## config.mk

```make
export PLATFORM = sky130hd
export DESIGN_NAME = icache_ctrl
export DESIGN_NICKNAME = d
export VERILOG_FILES = /design/src/rtl/icache_ctrl.sv
export SDC_FILE = /design/constraint.sdc
export NUM_CORES = 1
export LEC_CHECK = 0
export ABC_CLOCK_PERIOD_IN_PS = 2900
export CORE_AREA = 2 2 283 285
export DETAILED_ROUTE_END_ITERATION = 16
export DIE_AREA = 0 0 285 287
export GPL_ROUTABILITY_DRIVEN = 1
export PLACE_DENSITY = 0.53
export SETUP_SLACK_MARGIN = 0.4
export SYNTH_ARGS = -nofsm -noshare
export SYNTH_HDL_FRONTEND = slang
export SYNTH_SLANG_ARGS = --single-unit
```

## constraint.sdc

```tcl
create_clock -name clk -period 2.9 [get_ports clk]
set_input_delay 0.435 -clock clk [delete_from_list [all_inputs] [get_ports clk]]
set_output_delay 0.435 -clock clk [all_outputs]
set_load 0.01 [all_outputs]
```

## src/rtl/icache_ctrl.sv

```systemverilog
// rtl/icache_ctrl.sv - sequencing controller for a 2-way L1 instruction cache
//
// Purpose: takes one IF-stage fetch at a time, looks up both tag ways, returns
// the word on a hit, or refills the victim way from L2 on a miss and returns
// the word once the tag write has completed. Keeps saturating hit/miss counts.
//
// Ports:
//   clk, rst                 clock, synchronous active-high reset
//   if_req/if_addr/if_flush  fetch request, byte address, cancel
//   if_busy                  controller not in IDLE
//   insn/insn_valid          registered instruction word and its one-cycle pulse
//   index                    set index to tag_ram/data_ram
//   tag0_rw/tag1_rw/tag_wd   per-way tag write strobes and write data
//   tag0_rd/tag1_rd          {valid, tag} of each way
//   LUR                      replacement way (0 -> way0, 1 -> way1)
//   complete                 tag write done, one cycle after the strobe
//   data0_rw/data1_rw/data_wd per-way line write strobes and write data
//   data0_rd/data1_rd        line read data of each way
//   l2_req/l2_addr           line request to L2, held until l2_ack
//   l2_ack/l2_data           L2 acknowledge pulse with the refill line
//   hit_cnt/miss_cnt         saturating performance counters

module icache_ctrl #(
  parameter int CNT_W = 16
) (
  input  logic             clk,
  input  logic             rst,
  input  logic             if_req,
  input  logic [31:0]      if_addr,
  input  logic             if_flush,
  output logic             if_busy,
  output logic [31:0]      insn,
  output logic             insn_valid,
  output logic [7:0]       index,
  output logic             tag0_rw,
  output logic             tag1_rw,
  output logic [19:0]      tag_wd,
  input  logic [20:0]      tag0_rd,
  input  logic [20:0]      tag1_rd,
  input  logic             LUR,
  input  logic             complete,
  output logic             data0_rw,
  output logic             data1_rw,
  output logic [127:0]     data_wd,
  input  logic [127:0]     data0_rd,
  input  logic [127:0]     data1_rd,
  output logic             l2_req,
  output logic [27:0]      l2_addr,
  input  logic             l2_ack,
  input  logic [127:0]     l2_data,
  output logic [CNT_W-1:0] hit_cnt,
  output logic [CNT_W-1:0] miss_cnt
);

  localparam logic [2:0] S_IDLE     = 3'd0;
  localparam logic [2:0] S_LOOKUP   = 3'd1;
  localparam logic [2:0] S_MISS     = 3'd2;
  localparam logic [2:0] S_FILL     = 3'd3;
  localparam logic [2:0] S_WAIT_CMP = 3'd4;

  localparam logic RW_READ  = 1'b0;
  localparam logic RW_WRITE = 1'b1;

  logic [2:0]       state_q, state_d;
  logic [31:2]      addr_q, addr_d;
  logic             cancel_q, cancel_d;
  logic             victim_q, victim_d;
  logic [127:0]     line_q, line_d;
  logic [31:0]      insn_q, insn_d;
  logic             insn_valid_q, insn_valid_d;
  logic [CNT_W-1:0] hit_cnt_q, hit_cnt_d;
  logic [CNT_W-1:0] miss_cnt_q, miss_cnt_d;

  logic             hit0, hit1, fill;
  logic [6:0]       word_lsb;
  logic             unused_addr_bits;

  assign unused_addr_bits = ^if_addr[1:0];

  assign hit0     = tag0_rd[20] & (tag0_rd[19:0] == addr_q[31:12]);
  assign hit1     = tag1_rd[20] & (tag1_rd[19:0] == addr_q[31:12]);
  assign word_lsb = {addr_q[3:2], 5'd0};
  assign fill     = (state_q == S_FILL);

  always_comb begin
    state_d      = state_q;
    addr_d       = addr_q;
    cancel_d     = cancel_q;
    victim_d     = victim_q;
    line_d       = line_q;
    insn_d       = insn_q;
    insn_valid_d = 1'b0;
    hit_cnt_d    = hit_cnt_q;
    miss_cnt_d   = miss_cnt_q;
    case (state_q)
      S_IDLE: begin
        if (if_req) begin
          addr_d   = if_addr[31:2];
          cancel_d = 1'b0;
          state_d  = S_LOOKUP;
        end
      end
      S_LOOKUP: begin
        if (hit0 | hit1) begin
          // way0 takes priority when both ways report a hit
          insn_d       = hit0 ? data0_rd[word_lsb +: 32] : data1_rd[word_lsb +: 32];
          insn_valid_d = ~if_flush;
          hit_cnt_d    = (&hit_cnt_q) ? hit_cnt_q : hit_cnt_q + CNT_W'(1);
          state_d      = S_IDLE;
        end else begin
          victim_d   = LUR;
          miss_cnt_d = (&miss_cnt_q) ? miss_cnt_q : miss_cnt_q + CNT_W'(1);
          cancel_d   = if_flush;
          state_d    = S_MISS;
        end
      end
      S_MISS: begin
        cancel_d = cancel_q | if_flush;
        if (l2_ack) begin
          line_d  = l2_data;
          state_d = S_FILL;
        end
      end
      S_FILL: begin
        cancel_d = cancel_q | if_flush;
        state_d  = S_WAIT_CMP;
      end
      S_WAIT_CMP: begin
        cancel_d = cancel_q | if_flush;
        if (complete) begin
          // a flush arriving in this very cycle still suppresses the pulse
          insn_d       = line_q[word_lsb +: 32];
          insn_valid_d = ~(cancel_q | if_flush);
          state_d      = S_IDLE;
        end
      end
      default: state_d = S_IDLE;
    endcase
  end

  always_ff @(posedge clk) begin
    if (rst) begin
      state_q      <= S_IDLE;
      addr_q       <= '0;
      cancel_q     <= 1'b0;
      victim_q     <= 1'b0;
      line_q       <= '0;
      insn_q       <= '0;
      insn_valid_q <= 1'b0;
      hit_cnt_q    <= '0;
      miss_cnt_q   <= '0;
    end else begin
      state_q      <= state_d;
      addr_q       <= addr_d;
      cancel_q     <= cancel_d;
      victim_q     <= victim_d;
      line_q       <= line_d;
      insn_q       <= insn_d;
      insn_valid_q <= insn_valid_d;
      hit_cnt_q    <= hit_cnt_d;
      miss_cnt_q   <= miss_cnt_d;
    end
  end

  // Strobes and write data derive from state only, so a reset returns them to
  // READ/zero in the following cycle and an abandoned refill never writes.
  assign if_busy    = (state_q != S_IDLE);
  assign index      = (state_q == S_IDLE) ? if_addr[11:4] : addr_q[11:4];
  assign tag0_rw    = (fill & ~victim_q) ? RW_WRITE : RW_READ;
  assign tag1_rw    = (fill &  victim_q) ? RW_WRITE : RW_READ;
  assign data0_rw   = (fill & ~victim_q) ? RW_WRITE : RW_READ;
  assign data1_rw   = (fill &  victim_q) ? RW_WRITE : RW_READ;
  assign tag_wd     = fill ? addr_q[31:12] : '0;
  assign data_wd    = fill ? line_q : '0;
  assign l2_req     = (state_q == S_MISS);
  assign l2_addr    = addr_q[31:4];
  assign insn       = insn_q;
  assign insn_valid = insn_valid_q;
  assign hit_cnt    = hit_cnt_q;
  assign miss_cnt   = miss_cnt_q;

endmodule

```

==> impl_metrics.prom <==
# TYPE chip_impl_metric gauge
chip_impl_info{name="run_status",value="completed"} 1
chip_impl_metric{name="mappedNetlistArea",unit="mm^2"} 0.0136
chip_impl_info{name="cpMaxStageDelayCell",value="sky130_fd_sc_hd__clkdlybuf4s50_1"} 1
chip_impl_info{name="worst_r2r_startpoint",value="addr_q[14]"} 1
chip_impl_metric{name="insertion_delay",unit="ns"} 0.55
chip_impl_metric{name="maxClockFrequency",unit="MHz"} 360
chip_impl_metric{name="final_antenna_net_count",unit=""} 0
chip_impl_info{name="synth_top_family_by_area",value="compound AO/OA/AOI/OAI gates"} 1
chip_impl_metric{name="postPlaceCellArea",unit="mm^2"} 0.0227
chip_impl_metric{name="fin_area",unit="mm^2"} 0.0271
chip_impl_metric{name="grt_start_max_net_pins",unit=""} 107
chip_impl_metric{name="die-height",unit="um"} 287
chip_impl_metric{name="complex_gate_fraction_of_the_synthesized_area",unit="%"} 28.9
chip_impl_metric{name="reg2regPathDepth",unit=""} 14
chip_impl_info{name="clock_tree.root_cell",value="sky130_fd_sc_hd__clkbuf_16"} 1
chip_impl_metric{name="postSynthCellCount",unit=""} 1959
chip_impl_metric{name="place_hpwl",unit="mm"} 73.2
chip_impl_metric{name="post_route_cells_drive_above_1_share",unit="%"} 20.4
chip_impl_metric{name="clk_pin_slew",unit="ns"} 0.06
chip_impl_metric{name="cp_max_fo",unit=""} 8
chip_impl_metric{name="first_iter_violations",unit=""} 1342
chip_impl_metric{name="global_route.usage.total",unit="%"} 24.1
chip_impl_metric{name="final_core_utilization",unit="%"} 34.4
chip_impl_metric{name="synth.area.mux_share",unit="%"} 0.468
chip_impl_metric{name="synth_seq_area_share",unit="%"} 33.4
chip_impl_metric{name="antenna_found_initial",unit=""} 37
chip_impl_metric{name="avgRoutedWirePerCell",unit="um"} 27.3
chip_impl_metric{name="flow.area_growth_from_synthesis",unit="%"} 98.3
chip_impl_metric{name="tightestPinTransition",unit="ns"} 0.819
chip_impl_metric{name="standby_leakage_power",unit="nW"} 10.8
chip_impl_metric{name="worstPathArrival",unit="ns"} 3.27
chip_impl_metric{name="whs_path_depth",unit=""} 2
chip_impl_metric{name="numCtsBuffers",unit=""} 34
chip_impl_metric{name="slowest_delay",unit="ns"} 0.45
chip_impl_metric{name="finalHoldWorstSlack",unit="ns"} 0.247
chip_impl_metric{name="grt_pass1_vias",unit=""} 18100
chip_impl_metric{name="avgViaCountPerCell",unit=""} 4.89
chip_impl_metric{name="final_hold_viol_count",unit=""} 0
chip_impl_info{name="synth_area_leaders",value="sky130_fd_sc_hd__dfxtp_1 (33%), sky130_fd_sc_hd__nand2_1 (11%), sky130_fd_sc_hd__a21oi_1 (8.3%)"} 1
chip_impl_metric{name="maxSlewViolCount",unit=""} 0
chip_impl_metric{name="synth_simple_gate_area_share",unit="%"} 26.4
chip_impl_metric{name="clock_tree.buffer_depth",unit=""} 3
chip_impl_metric{name="worst_clock_skew",unit="ns"} 0.0303
chip_impl_metric{name="floorplan.io_pins",unit=""} 720
chip_impl_metric{name="fillcell_total",unit=""} 8342
chip_impl_metric{name="floorplan.core_area",unit="mm^2"} 0.0786
chip_impl_metric{name="synthesis.nets",unit=""} 2426
chip_impl_info{name="synth.cells.most_frequent",value="sky130_fd_sc_hd__nand2_1 (392), sky130_fd_sc_hd__dfxtp_1 (228), sky130_fd_sc_hd__a21oi_1 (227), sky130_fd_sc_hd__clkbuf_1 (179), sky130_fd_sc_hd__o21ai_0 (160)"} 1
chip_impl_metric{name="adder_cell_share_of_the_synthesized_area",unit="%"} 0.183
chip_impl_metric{name="die_x",unit="um"} 285
chip_impl_info{name="rsz0062_at_grt",value="yes"} 1
chip_impl_metric{name="timing.final.setup_violations",unit=""} 0
chip_impl_metric{name="cap_viol_max_count",unit=""} 0
chip_impl_metric{name="asyncSetResetFlopFracSynth",unit="%"} 0
chip_impl_info{name="post-synth-top-count-cell",value="sky130_fd_sc_hd__nand2_1"} 1
chip_impl_metric{name="ys.warnings.count",unit=""} 0
chip_impl_metric{name="tritoncts_num_sinks",unit=""} 228
chip_impl_metric{name="cts_htree_levels",unit=""} 2
chip_impl_metric{name="synth-edff-count",unit=""} 0
chip_impl_metric{name="grt_first_pass_wirelength",unit="mm"} 142
chip_impl_info{name="synth_top_cell_by_area",value="sky130_fd_sc_hd__dfxtp_1"} 1
chip_impl_info{name="end_kind",value="flip-flop"} 1
chip_impl_info{name="hp-class",value="in2reg"} 1
chip_impl_info{name="crit_chain",value="clkdlybuf4s50_1 -> xor2_2 -> nor4_2 -> buf_4 -> and3_4 -> buf_12 -> buf_16 -> buf_6 -> buf_8 -> buf_6 -> buf_16 -> a31oi_1 -> a21oi_1 -> o211ai_1 -> nand3_1"} 1
chip_impl_metric{name="cts_hold_buf",unit=""} 0
chip_impl_metric{name="drt_drc_violations_left",unit=""} 0
chip_impl_metric{name="grt-ovfl-total",unit=""} 0
chip_impl_info{name="hold_path_startpoint",value="rst"} 1
chip_impl_info{name="tritoncts_clock_tree",value="yes"} 1
chip_impl_metric{name="layout_worst_path_cycle_share",unit="%"} 95.7
chip_impl_metric{name="synth.ff_latch_count",unit=""} 228
chip_impl_metric{name="initial_utilization",unit="%"} 17.4
chip_impl_metric{name="finalNetCount",unit=""} 3208
chip_impl_metric{name="power.ir.vdd_worst",unit="mV"} 0.353
chip_impl_metric{name="slack_of_the_worst_reg_to_reg_path",unit="ns"} 0.16
chip_impl_metric{name="power-per-cell-area",unit="mW/mm^2"} 379
chip_impl_metric{name="detailedRoute.firstPassIterationCount",unit=""} 6
chip_impl_metric{name="dieArea",unit="mm^2"} 0.0818
chip_impl_metric{name="synth_top_area_share",unit="%"} 33.4
chip_impl_metric{name="period_minus_slack",unit="ns"} 2.77
chip_impl_info{name="timing.hold.worst_endpoint",value="hit_cnt[8]"} 1
chip_impl_metric{name="synthesized_area_per_cell",unit="um^2"} 6.97
chip_impl_metric{name="post_synth_xor_area_fraction",unit="%"} 2.95
chip_impl_metric{name="detail_route.wirelength",unit="mm"} 104
chip_impl_info{name="timing.setup.critical_path_class",value="in2reg"} 1
chip_impl_metric{name="num_vias",unit=""} 18700
chip_impl_metric{name="port-buffer-count",unit=""} 717
chip_impl_metric{name="rows",unit=""} 103
chip_impl_info{name="synth_flop_cell",value="sky130_fd_sc_hd__dfxtp_1"} 1
chip_impl_metric{name="yosys.cell_types.count",unit=""} 43
chip_impl_info{name="cp_startpoint_kind",value="input pin"} 1
chip_impl_metric{name="relSlewSlack",unit="%"} 45.4
chip_impl_metric{name="cp.required",unit="ns"} 3.39
chip_impl_metric{name="crit_buf_inv",unit=""} 8
chip_impl_info{name="worst_r2r_endpoint",value="insn[5]"} 1
chip_impl_metric{name="place_congestion",unit=""} 0.890
chip_impl_info{name="cp_top_family",value="buffers and inverters"} 1
[cell families after synthesis]
group,Yosys count
buf+inv,241
compound gates,660
flops,228
xor+xnor,46
mux,6
fa+ha+maj,2
simple gates,776
[final cells by class]
| class | instances | area (um^2) | area share [%] |
|---|---|---|---|
| flip-flops and latches | 228 | 4620 | 17.1 |
| well taps | 1050 | 1310 | 4.85 |
| repair buffers | 978 | 10700 | 39.5 |
| clock inverters | 15 | 160 | 0.592 |
| diodes | 10 | 25.0 | 0.0924 |
| clock buffers | 43 | 936 | 3.46 |
| inverters | 8 | 32.5 | 0.120 |
| multi-input cells | 1491 | 9280 | 34.3 |
[cells in the final DEF (no fill, tap or decap), drive strengths merged, types with 9 or more instances in the layout]
master           n
buf            265
inv              9
o21ai          177
nand2          392
o211ai          64
dfxtp          228
nor2            87
xor2            41
o32a            18
a21oi          227
a21boi          36
dlymetal6s2s    19
clkinv          10
clkdlybuf4s50  554
nand4           11
or3             19
clkbuf          61
dlygate4sd2     93
nor3            10
a31oi           82
a311oi          46
nand3           72
nor4            12
diode           10
clkdlybuf4s15   25
and3           152
[worst max-delay path by stage]
| stage | from | end | slack, ns | cells after the start |
|---|---|---|---|---|
| after CTS | state_q[0] | insn[15] | 0.17 | 9 |
| after floorplan | tag0_rd[8] | hit_cnt[13] | 0.47 | 8 |
| final | tag0_rd[2] | insn[5] | 0.13 | 15 |
| after global placement | tag0_rd[2] | insn[29] | -0.45 | 13 |
| after global routing | addr_q[23] | insn[5] | 0.11 | 13 |
| after detailed placement | tag0_rd[2] | insn[29] | -0.45 | 13 |
[power breakdown]
part           internal, W  total, W  switching (W)  leakage (nW)
Clock              0.00255   0.00425        0.00171         0.545
Sequential         0.00323   0.00339       0.000162          1.86
Combinational      0.00136   0.00262        0.00127          8.40
[through the flow]
| step | setup TNS [ns] | total power (W) | instances | setup WS, ns |
|---|---|---|---|---|
| floorplan | 0 | 0.00414 | 1959 | 0.474 |
| global placement | -17.91 | 0.00557 | 3637 | -0.454 |
| detailed placement | -17.74 | 0.00557 | 3637 | -0.454 |
| CTS | 0 | 0.0103 | 3794 | 0.169 |
| global route | 0 | 0.0106 | 3817 | 0.110 |
| finish | 0 | 0.0103 | 3823 | 0.125 |
[worst reg2reg max path, stage by stage, from the launching register on]
cell	delay (ns)
sky130_fd_sc_hd__dfxtp_4	0.37
sky130_fd_sc_hd__xor2_2	0.15
sky130_fd_sc_hd__nor4_2	0.35
sky130_fd_sc_hd__buf_4	0.18
sky130_fd_sc_hd__and3_4	0.24
sky130_fd_sc_hd__buf_12	0.15
sky130_fd_sc_hd__buf_16	0.18
sky130_fd_sc_hd__buf_6	0.13
sky130_fd_sc_hd__buf_8	0.12
sky130_fd_sc_hd__buf_6	0.14
sky130_fd_sc_hd__buf_16	0.14
sky130_fd_sc_hd__a31oi_1	0.10
sky130_fd_sc_hd__a21oi_1	0.20
sky130_fd_sc_hd__o211ai_1	0.12
sky130_fd_sc_hd__nand3_1	0.13
[what timing repair did]
action,CTS,global route
endpoints found under the hold margin,0,0
gates resized for setup,446,209
pin swaps,147,96
setup endpoints to repair,226,149
gates cloned,37,4
buffers inserted,62,15
[layer usage]
layer,routed length (um),track usage (%)
met5,286,0
met4,3470,7.53
met3,8360,6.32
met2,48800,40.1
met1,43300,30.2
[sequential cells by signal (all words and copies together) (netlist names)]
register and count:
addr_q 30, cancel_q 1, hit_cnt 16, insn 32, insn_valid 1, line_q 128
miss_cnt 16, state_q 3, victim_q 1
No activity file was read; power rests on OpenSTA's default activity.
